## src/rtl/dff_reg_arbiter.sv

```systemverilog
// Round-robin arbiter and write sequencer in front of a shared W-bit register.
// One requester is granted per three-cycle IDLE -> GRANT -> RELEASE round.
module dff_reg_arbiter #(
    parameter int N  = 4,
    parameter int W  = 8,
    parameter int IW = $clog2(N)
) (
    input  logic             clk,
    input  logic             reset,
    input  logic [N-1:0]     req,
    input  logic [N*W-1:0]   wr_data,
    output logic [N-1:0]     gnt,
    output logic [N-1:0]     ack,
    output logic [W-1:0]     q,
    output logic             busy,
    output logic [IW-1:0]    owner
);

    typedef enum logic [1:0] {
        IDLE,
        GRANT,
        RELEASE
    } state_t;

    localparam logic [N-1:0] ONE = N'(1);

    state_t          state, state_n;
    logic [IW-1:0]   ptr, ptr_n, owner_n;
    logic [N-1:0]    gnt_n, ack_n;
    logic [W-1:0]    q_n;
    logic            busy_n;

    logic [IW-1:0]   sel, cand;
    logic [IW:0]     sum;
    logic            found;

    // Rotating scan: first set request after the last-served index, wrapping modulo N.
    always_comb begin
        found = 1'b0;
        sel   = '0;
        sum   = '0;
        cand  = '0;
        for (int i = 1; i <= N; i++) begin
            sum = {1'b0, ptr} + (IW+1)'(i);
            if (sum >= (IW+1)'(N))
                sum = sum - (IW+1)'(N);
            cand = sum[IW-1:0];
            if (!found && req[cand]) begin
                found = 1'b1;
                sel   = cand;
            end
        end
    end

    always_comb begin
        state_n = state;
        gnt_n   = gnt;
        ack_n   = ack;
        q_n     = q;
        busy_n  = busy;
        owner_n = owner;
        ptr_n   = ptr;
        case (state)
            IDLE: begin
                if (found) begin
                    gnt_n   = ONE << sel;
                    owner_n = sel;
                    busy_n  = 1'b1;
                    state_n = GRANT;
                end
            end
            GRANT: begin
                // Only the owner's request and data matter; a dropped request still rotates priority.
                if (req[owner]) begin
                    q_n   = wr_data[int'(owner)*W +: W];
                    ack_n = ONE << owner;
                end
                ptr_n   = owner;
                gnt_n   = '0;
                state_n = RELEASE;
            end
            RELEASE: begin
                ack_n   = '0;
                busy_n  = 1'b0;
                state_n = IDLE;
            end
            default: begin
                gnt_n   = '0;
                ack_n   = '0;
                busy_n  = 1'b0;
                state_n = IDLE;
            end
        endcase
    end

    always_ff @(posedge clk or negedge reset) begin
        if (!reset) begin
            state <= IDLE;
            gnt   <= '0;
            ack   <= '0;
            q     <= '0;
            busy  <= 1'b0;
            owner <= '0;
            ptr   <= IW'(N-1);
        end else begin
            state <= state_n;
            gnt   <= gnt_n;
            ack   <= ack_n;
            q     <= q_n;
            busy  <= busy_n;
            owner <= owner_n;
            ptr   <= ptr_n;
        end
    end

endmodule

```

## config.mk

```make
export PLATFORM = sky130hd
export DESIGN_NAME = dff_reg_arbiter
export DESIGN_NICKNAME = d
export VERILOG_FILES = /design/src/rtl/dff_reg_arbiter.sv
export SDC_FILE = /design/constraint.sdc
export NUM_CORES = 1
export LEC_CHECK = 0
export CAP_MARGIN = 20
export CORE_MARGIN = 10
export CORE_UTILIZATION = 37
export DETAILED_ROUTE_END_ITERATION = 10
export HOLD_SLACK_MARGIN = 0.05
export PLACE_DENSITY_LB_ADDON = 0.25
export SYNTH_ARGS = -nofsm -noshare
export SYNTH_HDL_FRONTEND = slang
export SYNTH_SLANG_ARGS = --single-unit
```

## constraint.sdc

```tcl
create_clock -name clk -period 1.55 [get_ports clk]
set_input_delay 0.155 -clock clk [delete_from_list [all_inputs] [get_ports clk]]
set_output_delay 0.155 -clock clk [all_outputs]
set_load 0.02 [all_outputs]
```

### Yosys cells after proc, flatten, opt, wreduce, memory -nomap -nowiden

Cells that the tools add are included.
W data, S select, Z words.

| storage, ports and cells | value |
|---|---|
| register bits | 23 |
| bits of input ports | 38 |
| logic and storage cells | 76 |

| cells by class | value |
|---|---|
| add/sub/neg operators | 8 |
| $lt $le $gt $ge | 9 |
| eq/ne operators | 4 |
| shift operators | 3 |
| muxes and demuxes | 30 |
| bitwise gates (word level) | 3 |
| reductions and logical operators | 12 |

Operators by type and width:

| cell | number |
|---|---|
| $shiftx A32 B6 Y8 | 1 |
| $mux W2 | 9 |
| $pmux W4 S2 | 2 |
| $lt A2 B3 Y1 const B | 5 |
| $ge A3 B3 Y1 const B | 4 |
| $bmux W1 S2 | 5 |
| $mux W1 | 10 |
| $reduce_and A2 Y1 | 5 |
| $mux W4 | 2 |
| $shl A1 B2 Y4 const A | 2 |
| $sub A2 B1 Y2 const B | 4 |
| $add A2 B2 Y3 const B | 2 |
| $ne A2 B2 Y1 const B | 2 |
| $pmux W2 S2 | 1 |
| $add A2 B1 Y3 const B | 1 |
| $add A2 B3 Y3 const B | 1 |
| $logic_and A1 B1 Y1 | 3 |
| $logic_not A1 Y1 | 3 |
| $not A1 Y1 | 3 |
| $eq A2 B1 Y1 const B | 1 |
| $eq A2 B2 Y1 const B | 1 |
| $logic_not A2 Y1 | 1 |
| $pmux W1 S2 | 1 |

### Logic depth before layout (Yosys ltp)

Gate-level depths: netlist of run 1.

| logic depth | value |
|---|---|
| depth in word-level cells | 18 |
| depth in mapped cells | 5 |

### Worst setup path after synthesis of run 1

OpenSTA, ideal clock, no wires.

| timing path | value |
|---|---|
| path type | register -> register |
| start point | register owner[1] |
| end point | register q[0] |
| setup time | 125 ps |
| arrival time | 1523 ps |
| required time | 1425 ps |
| slack | -98 ps |
| cell stages (with the launch flop) | 4 |
| clock period less this slack | 1648 ps |
| cell sequence | dfrtp_1 -> mux4_2 -> nand2_4 -> mux2_2 |

| on the way | value |
|---|---|
| longest elaborated chain between the ends | 3 |
| elaborated cells on any way between the ends | 4 |
| those cells by class | shift: 1; mux: 2; reduce/logical: 1 |

Ends and longest elaborated chain:

| item | line | source |
|---|---|---|
| start, declared | 16 | `output logic [IW-1:0] owner` |
| start signal, assigned | 111 | `owner <= owner_n;` |
| parallel branches: the longest is 3 deep, another holds $shiftx A32 B6 Y8 | - |  |
| end signal, assigned | 109 | `q <= q_n;` |
| end, declared | 14 | `output logic [W-1:0] q,` |

Parallel ways; which one is timed is not known. The select of a mux whose other input is x is not followed.
A chain may end at the register's enable or synchronous reset.

### Worst setup path after layout of run 1

| timing path | value |
|---|---|
| start point | register owner[1] |
| end point | register q[5] |

Same word-level chain as after synthesis.

==> results.txt, run 1 <==
average size of a mapped cell = 12.7 um^2
hpwl dp = 2.91 mm
Cells after Synth = 97
via count = 1080
chip height = 77.7 um
CP max stage delay = 580 ps
largest cells by area after synthesis = dfrtp_1 (43%), mux4_2 (9.1%), mux4_1 (8.5%), mux2_2 (7.3%), dfstp_2 (4.3%)
WL met2 = 1.65 mm
Comb power frac = 0.611
critical path buffer and inverter count = 0
Crit-path slowest cell = mux4_2
initial antenna violation count = 0
vias per cell = 5.14
Ys Warns = 0
post-synth top area cell = dfrtp_1
post-synthesis simple-gate area fraction = 0.150
CTS root buf = clkbuf_4
dpl ws = -199 ps
HP Class = primary input to async pin
Adder-Cell Fraction of Synth Area = 0
cell family with most CP delay = multiplexers
Synth top area share = 0.426
worst vdd ir = 0.955 mV
status = completed
crit-path max FO = 8
drt pass-1 iters = 4
Final Max Tran Viols = 0
top sig layer = met4
largest family of logic cells by synthesized area = multiplexers
largest net degree at the start of global routing = 24
clock sinks = 23
synthesized flop and latch total = 23
Worst EP required = 1770 ps
clock power share = 0.079
Overflow after GRT = 0
Die ar. = 6040 um^2
wl on met1 = 1.64 mm
worst-case reg-to-reg path depth = 3
DR WL/cell = 17.4 um
layout cells sized above 1 = 0.253
FF-to-FF Start = owner[1]
max_cap viols = 0
Final Hold Vio Count = 0
Clock transition at path regs = 130 ps
Fin Setup TNS = 0 ps
Final ANT Viol Nets = 0
R2R setup slack = 4 ps
Tot GR Track Use = 0.121
unrepaired setup endpoints after global routing = yes
Detailed Route WL = 3.66 mm
Syn Nets = 135
Critical Path Source Type = register
global-route wire length before repair = 6.00 mm
Core ar. = 3130 um^2
Fillers = 244
Worst Setup SP = owner[1]
IO Pins = 57
I/O Buffers = 56
sequential power share = 0.310
Chip Width = 77.7 um
Area Growth Syn to Fin = 62.5%
Min Hold Slack = 183 ps
switching pwr = 1.42 mW
met3 WL post-DR = 327 um
RePlAce Congestion = 0.850
number of global-route vias before repair = 1148
clk_lat worst skew = 320 ps
CP arrival = 1760 ps
Setup WS post-layout = 3.60 ps
Layout Cells excl Fill = 210
Total Power = 3.64 mW
# DRC = 0
Crit path depth = 3
internal power = 2.22 mW
Fmax achieved = 647 MHz
CP Cell Sequence = mux4_2 > nand2_8 > mux2_4
First DRT Iteration DRCs = 53
Final Util = 0.641
Inst Count DP = 204
xor and xnor area share after synthesis = 0
fin crit share = 0.998
CTS tree = done
leakage = 0.855 nW
Least-Margin Pin Slew = 441 ps
nets = 205
Setup crit end = q[5]
Layout Skew = 4.52 ps
clk buf depth = 2
cell row count = 20
sequential fraction of the synthesis area = 0.469
initial core utilization = 0.394
placed inst area = 1900 um^2
multiplexer share of the synthesized area = 0.249
antenna diode count = 0
Final Critical Period = 1550 ps
final setup fails = 0
Design Area, Final = 2000 um^2
reg2reg end = q[5]
Post-Syn Area = 1230 um^2
Sw Ratio = 0.390
Max-slew headroom = 0.703
htree depth = 1
Setup crit end kind = register
Synth cell types = 31
PwrDens = 1810 nW/um^2
complex-gate fraction of the synthesized area = 0.0903
TritonCTS buffer count = 3
critical path class = register to register
[worst register-to-register path, cell delays in order (launching register included)]
cell,delay [ps]
dfrtp_2,400
mux4_2,580
nand2_8,150
mux2_4,310
[cell usage after synthesis]
cell,count
buf_8,1
a311oi_2,1
nor2b_1,1
buf_6,1
a211oi_1,1
nand4b_1,1
nand2_4,1
nor4_2,1
mux4_1,4
clkbuf_1,1
o2bb2ai_1,2
nor3_2,1
nand4_1,2
a21oi_1,6
a22o_1,2
nand2b_1,4
or2_2,1
o21ai_0,3
nor3_1,1
mux4_2,5
nor2_1,9
mux2_2,8
inv_1,3
a211o_1,1
and4bb_2,1
buf_2,1
nand2_1,9
nor3b_1,1
dfrtp_1,21
dfstp_2,2
clkbuf_2,1
[cells by family after synthesis]
group,count (synthesis)
flops,23
mux,17
buf+inv,8
simple gates,33
compound gates,16
[state kept, by name, indices dropped and copies added, names as in the netlist]
signal,flops
ack,4
owner,2
gnt,4
state,2
busy,1
q,8
ptr,2
[routing by layer]
layer | track usage | vias up
met5 | 0 | -
li1 | - | 502
met2 | 0.196 | 51
met3 | 0.0300 | 5
met1 | 0.156 | 522
met4 | 0.0328 | 0
[layout make-up]
| type | instances | area (um^2) | share of cell area |
|---|---|---|---|
| Inverter | 3 | 11.3 | 0.00562 |
| Sequential cell | 23 | 581 | 0.290 |
| Tap cell | 44 | 55.1 | 0.0275 |
| Clock inverter | 1 | 7.51 | 0.00375 |
| Clock buffer | 3 | 22.5 | 0.0112 |
| Timing Repair Buffer | 70 | 679 | 0.339 |
| Multi-Input combinational cell | 66 | 648 | 0.323 |
[placed cells by master (no fill, tap or decap), types with 2 or more instances in the layout]
master | Yosys | final
nand4_1 | 2 | 2
mux4_1 | 4 | 4
clkdlybuf4s50_1 | 0 | 54
dfstp_2 | 2 | 2
inv_1 | 3 | 3
mux4_2 | 5 | 5
nor2_1 | 9 | 9
a22o_1 | 2 | 2
buf_4 | 0 | 13
a21oi_1 | 6 | 6
dfrtp_2 | 0 | 2
o2bb2ai_1 | 2 | 2
nand2_1 | 9 | 9
o21ai_0 | 3 | 3
dfrtp_1 | 21 | 19
clkbuf_4 | 0 | 3
mux2_4 | 0 | 8
nand2b_1 | 4 | 4
[power groups by stage]
stage	Clock (mW)	Sequential [mW]	Combinational (mW)
floorplan	0	1.36	0.952
global placement	0	1.17	1.93
detailed placement	0	1.18	1.98
CTS	0.294	1.12	2.10
global route	0.318	1.18	2.39
finish	0.287	1.13	2.22
[worst min-delay path by stage]
stage / from / endpoint
after floorplan: reset / ack[0]
after global placement: ptr[0] / ptr[0]
after detailed placement: ptr[0] / ptr[0]
after CTS: reset / q[4]
after global routing: reset / q[4]
final: reset / q[4]
[what timing repair did]
action | 4_1_cts | 5_1_grt
pin swaps | 0 | 1
resized for setup | 1 | 11
setup endpoints to repair | 10 | 12
hold buffers | 0 | 0
buffers inserted | 2 | 0
(Power assumes the default switching activity.)
==> inputs of run 2 (changes only) <==
CORE_UTILIZATION = 44   (was 37)
clock period = 1.9 ns   (was 1.55 ns; I/O delays follow)
==> run 2 against run 1 <==
Net effect:
- highest routed layer unchanged
- power fell by 25%
- wire length fell by 6.5%
- clock-buffer cell count unchanged
- global-route usage increased by 0.74 points
- largest cell class unchanged
- register-to-register slack improved by 370 ps
- non-clock buffer count is 6 lower
- clock power is 21% lower
- die area decreased by 12%
- sequential share of layout area grew 1.8 points
- via count fell by 2.7%
- combinational power fell by 28%
- critical path depth decreased by 1
==> results.txt, run 2 (synthesis gave the netlist of run 1 again) <==
drt pass-1 iters = 4
Crit-path slowest cell = clkdlybuf4s50_1
Setup crit end kind = primary output
critical path buffer and inverter count = 2
Core ar. = 2710 um^2
# DRC = 0
number of global-route vias before repair = 1088
clk_lat worst skew = 320 ps
Setup crit end = owner[1]
Die ar. = 5320 um^2
chip height = 73.0 um
max_cap viols = 0
initial antenna violation count = 0
final setup fails = 0
Final Util = 0.694
clock sinks = 23
Tot GR Track Use = 0.128
antenna diode count = 0
HP Class = primary input to async pin
Fillers = 215
DR WL/cell = 17.9 um
Final Hold Vio Count = 0
Inst Count DP = 187
M2 GR Usage = 0.220
via count = 1051
hpwl dp = 2.84 mm
Fmax achieved = 575 MHz
Final ANT Viol Nets = 0
layout cells sized above 1 = 0.206
PwrDens = 1460 nW/um^2
critical path class = register to primary output
TritonCTS buffer count = 3
worst-case reg-to-reg path depth = 3
Clock transition at path regs = 130 ps
highest-count cells in the layout ignoring fill and taps = clkdlybuf4s50_1 (56), dfrtp_1 (21), nand2_1 (9), nor2_1 (9)
Crit path depth = 2
Final Critical Period = 1740 ps
FF-to-FF Start = owner[1]
First DRT Iteration DRCs = 48
hold-fix buffers at CTS = 0
R2R setup slack = 370 ps
busiest layer in global routing = met2
crit-path max FO = 13
biggest regs = q: 8 flops, ack: 4 flops, gnt: 4 flops
most common cell after layout, fill and taps aside = clkdlybuf4s50_1
RePlAce Congestion = 0.859
CP arrival = 1550 ps
Layout Skew = 9.39 ps
Chip Width = 73.0 um
CTS tree = done
vias per cell = 5.50
met3 Resource Use GR = 0.0395
cts repair resizes = 0
IO Pins = 57
Setup WS post-layout = 160 ps
CP max stage delay = 630 ps
clk buf depth = 2
dpl ws = 60.9 ps
reg2reg end = q[4]
Worst EP required = 1710 ps
Fin Setup TNS = 0 ps
Max-slew headroom = 0.727
htree depth = 1
status = completed
Layout Cells excl Fill = 191
initial core utilization = 0.455
cell row count = 19
Post-CTS Setup Bufs = 0
Biggest register = q
largest net degree at the start of global routing = 24
max reg flops = 8
global-route wire length before repair = 5.48 mm
unrepaired setup endpoints after global routing = no
Critical Path Source Type = register
cell family with most CP delay = buffers and inverters
leakage = 0.781 nW
worst vdd ir = 0.863 mV
Area Growth Syn to Fin = 52.4%
Least-Margin Pin Slew = 405 ps
Worst Setup SP = owner[1]
I/O Buffers = 56
Detailed Route WL = 3.42 mm
CTS root buf = clkbuf_4
M1 GR Usage = 0.147
Overflow after GRT = 0
Final Max Tran Viols = 0
CP Cell Sequence = buf_4 > clkdlybuf4s50_1
fin crit share = 0.916
nets = 199
-- run 2: final cells by class --
class | count | area (um^2) | share of cell area
timing repair buffer | 64 | 621 | 0.330
clock inverter | 1 | 5.00 | 0.00266
inverter | 3 | 11.3 | 0.00599
sequential | 23 | 578 | 0.307
multi-input combinational | 66 | 604 | 0.321
tap | 31 | 38.8 | 0.0206
clock buffer | 3 | 22.5 | 0.0120
-- run 2: worst min path at each step --
stage,from,to
detailed placement,ptr[0],ptr[0]
finish,reset,q[5]
floorplan,reset,ack[0]
CTS,reset,q[6]
global placement,ptr[0],ptr[0]
global route,reset,q[5]
-- run 2: worst register-to-register path: stages, from the launching register on --
cell     delay (ps)
dfrtp_1         400
mux4_2          550
nand2_4         140
mux2_2          350
-- run 2: power by group --
part           leakage [nW]  switching (mW)  internal, mW  total (mW)
Clock                0.0177           0.148        0.0788       0.227
Combinational         0.480           0.749         0.849        1.60
Sequential            0.283           0.178         0.737       0.914
Total                 0.781            1.07          1.66        2.74
-- run 2: metal layers --
metal  up-vias  part of all wire
met5         -                 0
met4         0             0.011
met3         4             0.080
met2        43              0.50
met1       512              0.40
li1        492                 -
-- run 2: through the flow --
stage               cell area, um^2  power (mW)  hold slack, ps
floorplan                      1230        1.88            -106
global placement               1850        2.49             465
finish                         1880        2.74             220
CTS                            1880        2.77             230
detailed placement             1850        2.55             478
global route                   1880        2.94             242
